==> src/rtl/l1ca_acq_scheduler.sv <==
// L1 C/A acquisition scheduler: sweeps enabled, untracked PRNs through the search
// engine, runs a confirmation search on each candidate and hands off confirmed detections.
module l1ca_acq_scheduler #(
  parameter int THRESH_W = 32,
  parameter int DOP_TOL  = 1
) (
  input  logic                clk,
  input  logic                nrst,
  input  logic                run,
  input  logic                continuous,
  input  logic [31:0]         sv_mask,
  input  logic [31:0]         track_mask,
  input  logic [THRESH_W-1:0] threshold,
  output logic                search_start,
  output logic [5:0]          search_sv,
  input  logic                search_busy,
  input  logic [31:0]         search_acc,
  input  logic [11:0]         search_code,
  input  logic [4:0]          search_dop,
  output logic                det_valid,
  input  logic                det_ready,
  output logic [5:0]          det_sv,
  output logic [11:0]         det_code,
  output logic [4:0]          det_dop,
  output logic [31:0]         det_power,
  output logic                sweep_done,
  output logic [15:0]         sweep_count,
  output logic                active
);

  // state     | meaning
  // IDLE      | scheduling disabled, waiting for run
  // SELECT    | pick lowest pending PRN, or close the sweep
  // LAUNCH    | one-cycle start pulse to the engine
  // WAIT_ACK  | waiting for engine busy to rise
  // WAIT_DONE | waiting for engine busy to fall
  // EVAL      | judge engine result (first or confirmation pass)
  // EMIT      | detection offered until accepted
  typedef enum logic [2:0] {IDLE, SELECT, LAUNCH, WAIT_ACK, WAIT_DONE, EVAL, EMIT} state_t;

  localparam int CW = (THRESH_W > 32) ? THRESH_W : 32;

  state_t      state, state_nxt;
  logic [31:0] pending, pending_nxt;
  logic        pass, pass_nxt;
  logic [4:0]  cand_dop, cand_dop_nxt;
  logic [5:0]  sv_nxt;
  logic [5:0]  det_sv_nxt;
  logic [11:0] det_code_nxt;
  logic [4:0]  det_dop_nxt;
  logic [31:0] det_power_nxt;
  logic [15:0] sweep_count_nxt;

  logic [31:0]   avail;
  logic [31:0]   cur_bit;
  logic [4:0]    sel;
  logic [4:0]    dop_diff;
  logic [CW-1:0] acc_x, thr_x;
  logic          hit, dop_ok;

  assign avail    = pending & ~track_mask;
  assign cur_bit  = 32'd1 << (search_sv - 6'd1);
  assign acc_x    = CW'(search_acc);
  assign thr_x    = CW'(threshold);
  assign hit      = acc_x > thr_x;
  assign dop_diff = (search_dop >= cand_dop) ? (search_dop - cand_dop) : (cand_dop - search_dop);
  assign dop_ok   = {27'd0, dop_diff} <= 32'(DOP_TOL);

  assign search_start = (state == LAUNCH);
  assign det_valid    = (state == EMIT);
  assign active       = (state != IDLE);

  always_comb begin
    sel = '0;
    for (int i = 31; i >= 0; i--) begin
      if (avail[i]) sel = 5'(i);
    end
  end

  always_comb begin
    state_nxt       = state;
    pending_nxt     = pending;
    pass_nxt        = pass;
    cand_dop_nxt    = cand_dop;
    sv_nxt          = search_sv;
    det_sv_nxt      = det_sv;
    det_code_nxt    = det_code;
    det_dop_nxt     = det_dop;
    det_power_nxt   = det_power;
    sweep_count_nxt = sweep_count;
    sweep_done      = 1'b0;
    case (state)
      IDLE: begin
        if (run) begin
          pending_nxt = sv_mask & ~track_mask;
          pass_nxt    = 1'b0;
          state_nxt   = SELECT;
        end
      end
      SELECT: begin
        if (!run) begin
          state_nxt = IDLE;
        end else if (|avail) begin
          sv_nxt    = 6'(sel) + 6'd1;
          state_nxt = LAUNCH;
        end else begin
          sweep_done      = 1'b1;
          sweep_count_nxt = sweep_count + 16'd1;
          if (continuous) pending_nxt = sv_mask & ~track_mask;
          else            state_nxt   = IDLE;
        end
      end
      LAUNCH:    state_nxt = WAIT_ACK;
      WAIT_ACK:  if (search_busy)  state_nxt = WAIT_DONE;
      WAIT_DONE: if (!search_busy) state_nxt = EVAL;
      EVAL: begin
        // with run low the result is dropped and pending is left untouched
        if (!run) begin
          state_nxt = IDLE;
        end else if (!pass) begin
          if (hit) begin
            cand_dop_nxt = search_dop;
            pass_nxt     = 1'b1;
            state_nxt    = LAUNCH;
          end else begin
            pending_nxt = pending & ~cur_bit;
            state_nxt   = SELECT;
          end
        end else begin
          pending_nxt = pending & ~cur_bit;
          pass_nxt    = 1'b0;
          if (hit && dop_ok) begin
            det_sv_nxt    = search_sv;
            det_code_nxt  = search_code;
            det_dop_nxt   = search_dop;
            det_power_nxt = search_acc;
            state_nxt     = EMIT;
          end else begin
            state_nxt = SELECT;
          end
        end
      end
      EMIT:    if (det_ready) state_nxt = SELECT;
      default: state_nxt = IDLE;
    endcase
  end

  always_ff @(posedge clk) begin
    if (!nrst) begin
      state       <= IDLE;
      pending     <= '0;
      pass        <= 1'b0;
      cand_dop    <= '0;
      search_sv   <= 6'd1;
      det_sv      <= '0;
      det_code    <= '0;
      det_dop     <= '0;
      det_power   <= '0;
      sweep_count <= '0;
    end else begin
      state       <= state_nxt;
      pending     <= pending_nxt;
      pass        <= pass_nxt;
      cand_dop    <= cand_dop_nxt;
      search_sv   <= sv_nxt;
      det_sv      <= det_sv_nxt;
      det_code    <= det_code_nxt;
      det_dop     <= det_dop_nxt;
      det_power   <= det_power_nxt;
      sweep_count <= sweep_count_nxt;
    end
  end

endmodule

==> config.mk <==
export PLATFORM = sky130hd
export DESIGN_NAME = l1ca_acq_scheduler
export DESIGN_NICKNAME = d
export VERILOG_FILES = /design/src/rtl/l1ca_acq_scheduler.sv
export SDC_FILE = /design/constraint.sdc
export NUM_CORES = 1
export LEC_CHECK = 0
export ABC_AREA = 1
export CORE_MARGIN = 4
export CORE_UTILIZATION = 34
export DETAILED_ROUTE_END_ITERATION = 12
export SLEW_MARGIN = 20
export SYNTH_ARGS = -nofsm -noshare
export SYNTH_HDL_FRONTEND = slang
export SYNTH_SLANG_ARGS = --single-unit
export TNS_END_PERCENT = 100
==> constraint.sdc <==
create_clock -name clk -period 4.12 [get_ports clk]
set_input_delay 0.824 -clock clk [delete_from_list [all_inputs] [get_ports clk]]
set_output_delay 0.824 -clock clk [all_outputs]
set_load 0.05 [all_outputs]
Yosys cells after proc, flatten, opt, wreduce, memory -nomap -nowiden:

Cells that the tools add are included.

* output and inout port bits: 81
* bits in writable memories: 0
* bits of input ports: 151
* memory bits (read-only): 0
* logic and storage cells: 116
* bits in latches: 0
* flip-flop bits (word level): 118
* memories: 0

* magnitude comparators: 3
* equal/unequal tests: 16
* $add $sub $neg: 5
* bitwise logic cells: 7
* shifts and indexed selects: 1
* reductions and logical operators: 13
* multiplexer cells: 61
* multipliers: 0
* div/mod/pow operators: 0

Operators by type and width (count)
* $mux 32: 7
* $mux 5: 33
* $and 32x32->32: 3
* $pmux 32 s3: 1
* $not 32->32: 2
* $gt 32x32->1: 1
* $reduce_or 32->1: 1
* $shl 1x6->32 const A: 1
* $mux 3: 10
* $pmux 3 s7: 1
* $add 16x1->16 const B: 1
* $ne 2x2->1 const B: 7
* $sub 5x5->5: 2
* $eq 3x3->1 const B: 3
* $reduce_and 3->1: 3
* $reduce_and 4->1: 2
* $mux 1: 7
* $reduce_and 7->1: 1
* $add 5x1->6 const B: 1
* $eq 3x2->1 const B: 2
* $reduce_bool 3->1: 2
* $sub 6x1->6 const B: 1
* $ge 5x5->1: 1
* $le 5x1->1 const B: 1
* 11 further kinds: 12

Longest topological paths before layout:

Gate-level depths: netlist of the first run.

* word-level depth: 35
* depth in mapped cells: 40
* depth with buffers taken out: 40

Worst setup path before layout of the first run:

OpenSTA, ideal clock, no wires.

* path type: input-to-reg
* start point: input port search_dop[2]
* end point: register det_code[10]
* path buffers: 2
* cell stages on the path: 16
* setup slack: 0.805 ns
* library setup time: 0.116 ns
* arrival: 3.199 ns
* required time: 4.004 ns
* cell sequence: inv_1 -> ha_1 -> nand2_1 -> o21ai_2 -> a31o_1 -> a21oi_2 -> o21bai_2 -> mux2_4 -> nor3b_2 -> o211ai_1 -> a211oi_2 -> nand2_1 -> buf_2 -> buf_2 -> o21ai_0 -> nor2_1

* cells in the longest elaborated chain, start to end: 5
* elaborated cells between the ends (all ways): 7
* those cells by class: 2 x add/sub; 2 x order compare; 1 x mux; 2 x reduce/logical

Ends and longest elaborated chain
* start, declared: line 19 `input logic [4:0] search_dop,`
* $sub 5x5->5 or $ge 5x5->1 (tied branches): line 66 `assign dop_diff = (search_dop >= cand_dop) ? (search_dop - cand_dop) : (cand_dop - search_dop);`
* $mux 5 (*): line 66
* $le 5x1->1 (*): line 67 `assign dop_ok = {27'd0, dop_diff} <= 32'(DOP_TOL);`
* $logic_and 1x1->1 (*): line 132 `if (hit && dop_ok) begin`
* $reduce_and 4->1 (no source line) (*)
* end signal, assigned: line 167 `det_code <= det_code_nxt;`
* end, declared: line 23 `output logic [11:0] det_code,`

Every way passes the cells marked *; elsewhere a longest branch is shown, timed or not.
A chain may end at the register's enable or synchronous reset.

Worst setup path after layout of the first run:

* start point: input port search_dop[2]
* end point: register det_power[0]

* cells in the longest elaborated chain, start to end: 5
* elaborated cells between the ends (all ways): 7
* those cells by class: 2 x add/sub; 2 x order compare; 1 x mux; 2 x reduce/logical

Ends and longest elaborated chain
* $sub 5x5->5 or $ge 5x5->1 (tied branches): line 66
* $mux 5 (*): line 66
* $le 5x1->1 (*): line 67
* $logic_and 1x1->1 (*): line 132
* $reduce_and 4->1 (no source line) (*)
* end signal, assigned: line 169 `det_power <= det_power_nxt;`
* end, declared: line 25 `output logic [31:0] det_power,`

Marked as above.

==> results.toml, run 1 <==
[floorplan]
fp.coreArea_sq_mm = 0.0197
pin_count = 232
die_area_sq_mm = 0.0226
fp-row-count = 51
die_x_um = 150
die_h_um = 150
start_util_pct = 35.0

[logic_synthesis]
yosys-top-cells-area = "dfxtp_1, nand2_1, nor2_1, ha_1, o21ai_0"
async_reset_ff_share_pct = 0
synth_edf_count = 0
yosys.cell_types.count = 51
syn_area_per_cell_sq_um = 6.83
netlist_instances = 1006
ys_ff_latch = 118
synth_seq_area_share_pct = 34.4
synthFlopType = "dfxtp_1"
synthTopCellsByCount = "nand2_1, nor2_1, inv_1, dfxtp_1, o21ai_0"
synth_most_common_cell = "nand2_1"
synth_top_cell_area_share_pct = 34.4
yosysTopAreaCell = "dfxtp_1"
synth_nets = 1202
ys_warn_count = 0
syn_area_sq_mm = 0.00688

[detailed_routing]
drt_first_pass_iters = 5
drc = 0
vias = 7220
postRouteAntennaNets = 0
routed_wl_um = 22200
viasPerCell = 4.80
first_iter_violations = 337
wl_per_cell_um = 14.8

[placement]
place.port_buffers = 231
dp.cells = 1473
routabilityCongestion = 0.875
hpwl_um = 17100

[global_routing]
track_usage_pct = 19.6
antenna_found_initial = 0
grt_pass1_wl_um = 35100
grt_max_degree = 65
grt_remaining_overflow = 0
grt_pass1_vias = 6832

[cells_and_area]
fill_cells = 2012
multiInputGateArea_sq_mm = 0.00382
area_growth_pct = 47.9
n_antenna_cell = 0
instances_no_fill = 1503
nets = 1423
post-route-util_pct = 51.7
drive_gt1_share_pct = 6.79
ff_latch_area_sq_mm = 0.00236

[clock_tree]
cts_setup_buffers = 0
clk_pin_slew_worst_paths_ns = 0.05
cts_tree = "yes"
root_buffer = "clkbuf_16"
post_cts_resized = 0
cts_sinks = 118
numCtsBuffers = 17
clockBufferDepth = 2
postCtsHoldBufs = 0
clock_latency_ns = 0.41
htreeDepth = 4

[pwr]
pwr-share-comb_pct = 28.2
clkPwrFrac_pct = 41.1
power_density_mw_per_mm2 = 436
p_leak_nw = 4.27
switchingPower_mw = 1.38
seq_power_share_pct = 30.7
switching_share_pct = 31.2
total_power_mw = 4.43
p_int_mw = 3.05
vdd_drop_max_uv = 291

[critical_path]
critPathMaxFanout = 19
path_cells = "clkdlybuf4s50_1, inv_1, ha_1, nand2_1, o21ai_2, a31o_1, a21oi_2, o21bai_2, mux2_4, nor3b_2, o211ai_1, a211oi_2, nand2_1, inv_2, buf_4, o21ai_0, a21oi_1"
crit_required_ns = 4.45
cp_slowest_stage_delay_ns = 0.50
ff2ff_path_depth = 40
regToRegStartpoint = "pending[31]"
critPathMostFrequentCell = "nand2_1"
end_kind = "register"
r2r_slack_ns = 1.06
arrival_ns = 4.01
path_class = "in -> reg"
cpMaxStageDelayCell = "clkdlybuf4s50_1"
r2r-end = "search_sv[4]"
critPathLaunchType = "primary input"

[sta]
fin_crit_ns = 3.68
finalClockSkew_ns = 0.0107
setup_violations = 0
slew_violations = 0
period_share_pct = 89.3
tns_ns = 0
tightest_slew_ns = 0.886
hold_violations = 0
fmax_ghz = 0.272
max_slew_margin_pct = 41.0
holdWs_ns = 0.461
rsz0062_at_grt = "no"

[hold_path]
min_path_type = "reg -> reg"
whs_endpoint = "cand_dop[4]"
min-delay-start = "cand_dop[4]"
min_path_cells = 2

[run]
maxCapViolations = 0

[status]
status = "finished, final reports clean"
==> power by group through the flow <==
stage	Combinational, mW	Clock, mW	Sequential [mW]
global route	1.41	1.92	1.38
global placement	1.24	0	1.38
detailed placement	1.24	0	1.38
floorplan	0.815	0	1.39
CTS	1.25	1.86	1.36
finish	1.25	1.82	1.36
==> through the flow <==
step,setup WS [ns],area [sq um]
final,0.439,10200
after global routing,0.0820,10200
after CTS,0.443,10200
after detailed placement,0.0751,9450
after global placement,0.215,9450
after floorplan,0.805,6880
==> flip-flops by register name, indices dropped and copies added (netlist names) <==
register	cells
det_code	12
det_sv	6
search_sv	6
det_dop	5
sweep_count	16
det_power	32
pass	1
cand_dop	5
state	3
pending	32
==> per-layer routing <==
| metal | GRT usage, % | up-vias | wire length [um] |
|---|---|---|---|
| met5 | 0 | - | 0 |
| met3 | 4.85 | 25 | 1360 |
| met1 | 26.7 | 3256 | 10200 |
| met4 | 5.22 | 0 | 414 |
| li1 | - | 3765 | - |
| met2 | 31.3 | 174 | 10300 |
==> worst max-delay path by stage <==
stage / start / to / slack (ns) / cells after the start
3_3_place_gp: search_dop[2] / det_dop[0] / 0.22 / 17
2_1_floorplan: search_dop[2] / det_code[10] / 0.81 / 16
3_5_place_dp: search_dop[2] / det_dop[2] / 0.08 / 17
4_1_cts: search_dop[2] / det_power[0] / 0.44 / 17
5_1_grt: search_dop[2] / det_power[0] / 0.08 / 17
6_report: search_dop[2] / det_power[0] / 0.44 / 17
==> final cells by class <==
type,instances,share of cell area (%)
tap,265,3.26
inverter,136,5.02
clock inverter,9,2.41
timing repair buffer,242,23.8
sequential,118,23.2
clock buffer,21,4.63
multi-input combinational,712,37.6
==> critical path, delay by kind of cell <==
family / cells / cell delay, ns
fa+ha+maj: 1 / 0.33
mux: 1 / 0.33
simple gates: 3 / 0.42
compound gates: 8 / 1.19
buf+inv: 4 / 0.92
==> layout by cell type, fill, tap and decap left out, drive strengths merged, types with 2 or more instances in the layout <==
| cell | count |
|---|---|
| nand3 | 83 |
| clkbuf | 21 |
| a211oi | 4 |
| nand4 | 7 |
| dfxtp | 118 |
| o21bai | 2 |
| clkinv | 6 |
| buf | 13 |
| a31oi | 34 |
| nor2 | 157 |
| clkdlybuf4s50 | 229 |
| a21oi | 57 |
| nor3b | 3 |
| o21ai | 114 |
| bufinv | 8 |
| nand2 | 165 |
| nor4 | 3 |
| nor3 | 16 |
| xor2 | 4 |
| inv | 131 |
| o2111ai | 3 |
| o211ai | 3 |
| ha | 43 |
| fa | 2 |
==> kinds of logic (layout without fill, tap and decap cells) <==
kind of cell | Yosys count | count (layout) | share of synthesized area, %
AO/OA/AOI/OAI | 224 | 224 | 18.1
multiplexers | 2 | 2 | 0.364
XOR/XNOR | 4 | 4 | 0.510
AND/OR/NAND/NOR | 437 | 437 | 28.2
flip-flops | 118 | 118 | 34.4
buffers and inverters | 176 | 408 | 10.1
adder cells (fa/ha/maj) | 45 | 45 | 8.41
Power figures use the tool's default switching activity.
==> inputs of run 2 (changes only) <==
--- a/config.mk
+++ b/config.mk
@@ -5,7 +5,6 @@
 export SDC_FILE = /design/constraint.sdc
 export NUM_CORES = 1
 export LEC_CHECK = 0
-export ABC_AREA = 1
 export CORE_MARGIN = 4
 export CORE_UTILIZATION = 34
 export DETAILED_ROUTE_END_ITERATION = 12
==> results.toml, run 2 <==
[status]
status = "finished, final reports clean"

[placement]
placed_cell_area_sq_mm = 0.00975
post-place-ws_ns = 0.0845
hpwl_um = 17400
dp.cells = 1361
place.port_buffers = 231
routabilityCongestion = 0.883

[detailed_routing]
first_iter_violations = 413
drc = 0
routed_wl_um = 23000
viasPerCell = 5.03
postRouteAntennaNets = 0
wl_per_cell_um = 16.5
vias = 7011
drt_first_pass_iters = 7

[run]
maxCapViolations = 0

[sta]
setup_violations = 0
rsz0062_at_grt = "no"
fin_crit_ns = 4.04
hold_violations = 0
finalClockSkew_ns = 0.00910
slew_violations = 0
holdWs_ns = 0.454
period_share_pct = 97.9
tightest_slew_ns = 1.09
finalWorstSetupSlack_ns = 0.0848
fmax_ghz = 0.248
max_slew_margin_pct = 27.5
tns_ns = 0

[global_routing]
grt_pass1_wl_um = 36700
grt_max_degree = 79
track_usage_pct = 19.3
grt_pass1_vias = 6895
antenna_found_initial = 0
grt_remaining_overflow = 0

[critical_path]
crit_required_ns = 3.30
critPathMaxFanout = 5
r2r-end = "sweep_count[10]"
end_kind = "output pin"
worst-path-buf-inv = 2
arrival_ns = 3.21
regToRegStartpoint = "pending[21]"
path_class = "in -> out"
critPathLaunchType = "primary input"
path_cells = "clkdlybuf4s50_1, nor2b_4, or4_4, or4b_1, nor4_4, buf_12"
ff2ff_path_depth = 7
cpMaxStageDelayCell = "or4b_1"
crit_start = "track_mask[14]"
crit_family = "simple AND/OR/NAND/NOR gates"
r2r_slack_ns = 1.05
cp_slowest_stage_delay_ns = 0.67

[hold_path]
min_path_type = "reg -> reg"
min-delay-start = "det_sv[3]"
whs_endpoint = "det_sv[3]"
min_path_cells = 2

[pwr]
vdd_drop_max_uv = 239
power_density_mw_per_mm2 = 334
p_leak_nw = 3.94

[cells_and_area]
final_area_sq_mm = 0.0104
n_antenna_cell = 0
final_common_cell = "clkdlybuf4s50_1"
drive_gt1_share_pct = 5.25
final_cell_mix = "clkdlybuf4s50_1, nand2_1, dfxtp_1"
reg_top3 = "det_power x32, pending x32, sweep_count x16"
nets = 1306
instances_no_fill = 1393
area_growth_pct = 45.7

[floorplan]
start_util_pct = 34.8
die_area_sq_mm = 0.0233
die_h_um = 153
pin_count = 232
die_x_um = 153
fp-row-count = 52
fp.coreArea_sq_mm = 0.0204

[clock_tree]
cts_sinks = 118
clock_latency_ns = 0.41
cts_tree = "yes"
postCtsHoldBufs = 0
numCtsBuffers = 17
root_buffer = "clkbuf_16"
cts_setup_buffers = 0
htreeDepth = 4
clk_pin_slew_worst_paths_ns = 0.05
post_cts_resized = 0
clockBufferDepth = 2

[logic_synthesis]
synth_nets = 1088
synth_edf_count = 0
synth_most_common_cell = "nand2_1"
yosys-top-cells-area = "dfxtp_1, nand2_1, mux2i_1, ha_1, nand3b_1"
netlist_instances = 892
synth_seq_area_share_pct = 33.2
syn_area_per_cell_sq_um = 7.98
syn_area_sq_mm = 0.00712
synth_top_cell_area_share_pct = 33.2
ys_ff_latch = 118
async_reset_ff_share_pct = 0
ys_warn_count = 0
synthTopCellsByCount = "nand2_1, dfxtp_1, mux2i_1, inv_1, nor2_1"
yosysTopAreaCell = "dfxtp_1"
synthFlopType = "dfxtp_1"
yosys.cell_types.count = 59
[run 2: changes by cell type after synthesis, sizes merged, moves of 10 or more]
cell,before,now
a21oi,57,40
inv,131,52
mux2i,1,64
nand2,165,175
nand2b,1,22
nand3,83,19
nand3b,1,33
nor2,157,49
nor2b,0,28
o211ai,3,32
o21ai,114,26
[run 2: worst max-delay path by stage]
stage / cells past startpoint / to
global route: 6 / sweep_done
CTS: 6 / sweep_done
finish: 6 / sweep_done
floorplan: 8 / sweep_count[14]
global placement: 6 / sweep_done
detailed placement: 12 / det_code[4]
[run 2: routing by layer]
| layer | GRT usage, % | wire (um) |
|---|---|---|
| met1 | 25.8 | 10700 |
| met4 | 6.49 | 549 |
| met2 | 31.3 | 10600 |
| met5 | 0 | 0 |
| met3 | 3.86 | 1170 |
[run 2: power by group]
group          total (mW)  switching, mW  internal, mW  leakage, nW
Clock                1.56          0.556          1.00        0.295
Sequential           1.21         0.0412          1.17        0.954
Combinational       0.692          0.367         0.326         2.69
Total                3.46          0.964          2.50         3.94
[run 2: final cells by class]
class / count / area (sq um)
fill: 1985 / 10100
inverter: 52 / 195
timing repair buffer: 246 / 2490
tap: 270 / 338
multi-input combinational: 675 / 4360
clock inverter: 11 / 149
clock buffer: 21 / 470
sequential: 118 / 2360
[run 2: cell families after synthesis]
logic type,Yosys count,share of synthesized area (%)
fa+ha+maj,45,8.12
mux,64,9.00
flops,118,33.2
xor+xnor,17,2.09
simple gates,384,27.0
compound gates,165,15.0
buf+inv,99,5.61
[run 2: worst min-delay path, cell delays in order (launching register included)]
cell	delay (ns)
dfxtp_1	0.31
nand2_1	0.05
mux2i_1	0.05
[run 2: metrics by stage]
step                total power, mW  util [%]
global placement               1.92      47.7
CTS                            3.50      50.8
finish                         3.46      50.8
floorplan                      1.62         -
global route                   3.62      50.8
detailed placement             1.93      47.7
==> inputs of run 3 (changes only) <==
--- a/config.mk
+++ b/config.mk
@@ -7,8 +7,8 @@
 export LEC_CHECK = 0
 export CORE_MARGIN = 4
 export CORE_UTILIZATION = 34
+export CTS_BUF_LIST = sky130_fd_sc_hd__clkbuf_16
 export DETAILED_ROUTE_END_ITERATION = 12
-export SLEW_MARGIN = 20
 export SYNTH_ARGS = -nofsm -noshare
 export SYNTH_HDL_FRONTEND = slang
 export SYNTH_SLANG_ARGS = --single-unit
==> results.toml, run 3 (synthesized netlist as in run 2, its figures left out) <==
[status]
status = "finished, final reports clean"

[global_routing]
grt_pass1_wl_um = 36700
grt_pass1_vias = 6914
grt_max_degree = 79
track_usage_pct = 19.3
antenna_found_initial = 0
grt_remaining_overflow = 0

[sta]
hold_violations = 0
rsz0062_at_grt = "no"
fin_crit_ns = 4.04
finalWorstSetupSlack_ns = 0.0793
period_share_pct = 98.1
fmax_ghz = 0.247
tns_ns = 0
slew_violations = 0
max_slew_margin_pct = 28.8
tightest_slew_ns = 1.07
finalClockSkew_ns = 0.00780
setup_violations = 0

[detailed_routing]
postRouteAntennaNets = 0
wl_per_cell_um = 16.5
viasPerCell = 5.01
routed_wl_um = 23000
drt_first_pass_iters = 5
drc = 0
first_iter_violations = 362
vias = 6982

[clock_tree]
root_buffer = "clkbuf_16"
clock_latency_ns = 0.41
clockBufferDepth = 2
cts_setup_buffers = 0
cts_tree = "yes"
cts_sinks = 118
post_cts_resized = 0
numCtsBuffers = 17
htreeDepth = 4
clk_pin_slew_worst_paths_ns = 0.05
postCtsHoldBufs = 0

[cells_and_area]
fill_cells = 1990
final_cell_mix = "clkdlybuf4s50_1, nand2_1, dfxtp_1"
final_area_sq_mm = 0.0103
nets = 1306
reg_top3 = "det_power x32, pending x32, sweep_count x16"
area_growth_pct = 45.3
final_common_cell = "clkdlybuf4s50_1"
drive_gt1_share_pct = 4.99
post-route-util_pct = 50.6
n_antenna_cell = 0

[placement]
routabilityCongestion = 0.883
place.port_buffers = 231
hpwl_um = 17400
placed_cell_area_sq_mm = 0.00975
post-place-ws_ns = 0.0845

[pwr]
power_density_mw_per_mm2 = 329
vdd_drop_max_uv = 241
p_leak_nw = 3.92

[critical_path]
critPathLaunchType = "primary input"
arrival_ns = 3.22
path_class = "in -> out"
cpMaxStageDelayCell = "or4b_1"
end_kind = "output pin"
crit_required_ns = 3.30
regToRegStartpoint = "pending[21]"
r2r-end = "sweep_count[10]"
critPathMaxFanout = 5
ff2ff_path_depth = 7
r2r_slack_ns = 1.05
path_cells = "clkdlybuf4s50_1, nor2b_4, or4_4, or4b_1, nor4_4, buf_12"
cp_slowest_stage_delay_ns = 0.67

[floorplan]
start_util_pct = 34.8
pin_count = 232
die_x_um = 153
fp.coreArea_sq_mm = 0.0204
die_h_um = 153
die_area_sq_mm = 0.0233
fp-row-count = 52

[hold_path]
min_path_cells = 2
min_path_type = "reg -> reg"
min-delay-start = "det_sv[3]"
whs_endpoint = "det_sv[3]"

[run]
maxCapViolations = 0
[run 3: per-layer routing]
layer,global-route usage [%],vias up,share of wire [%]
li1,-,3557,-
met1,25.7,3194,47
met2,31.4,194,46
met3,3.86,37,4.9
met4,6.75,0,2.4
met5,0,-,0
[run 3: worst max-delay path by stage]
stage,cells past startpoint,to,startpoint
6_report,6,sweep_done,track_mask[14]
5_1_grt,6,sweep_done,track_mask[14]
4_1_cts,6,sweep_done,track_mask[14]
3_5_place_dp,12,det_code[4],search_dop[2]
3_3_place_gp,6,sweep_done,track_mask[14]
2_1_floorplan,8,sweep_count[14],track_mask[21]
[run 3: power breakdown]
part / total, mW / switching [mW] / internal, mW
Sequential: 1.21 / 0.0415 / 1.17
Clock: 1.49 / 0.553 / 0.942
Combinational: 0.691 / 0.366 / 0.326
Total: 3.40 / 0.960 / 2.44
[run 3: layout make-up]
| cell class | instances | area [sq um] | area share (%) |
|---|---|---|---|
| Sequential cell | 118 | 2360 | 22.8 |
| Inverter | 52 | 195 | 1.89 |
| Clock inverter | 15 | 164 | 1.58 |
| Tap cell | 270 | 338 | 3.27 |
| Multi-Input combinational cell | 675 | 4360 | 42.2 |
| Clock buffer | 17 | 425 | 4.11 |
| Timing Repair Buffer | 246 | 2490 | 24.1 |
[run 3: worst max-delay path, delay by kind of cell]
family / cells / cell delay [ns]
buffers and inverters: 2 / 0.72
and+or+nand+nor: 4 / 1.67
[run 3: per-stage QoR]
| step | std cells | hold WS [ns] | power [mW] |
|---|---|---|---|
| 2_1_floorplan | 892 | 0.449 | 1.62 |
| 3_3_place_gp | 1361 | 0.442 | 1.92 |
| 3_5_place_dp | 1361 | 0.446 | 1.93 |
| 4_1_cts | 1393 | 0.456 | 3.44 |
| 5_1_grt | 1393 | 0.465 | 3.56 |
| 6_report | 1393 | 0.454 | 3.40 |
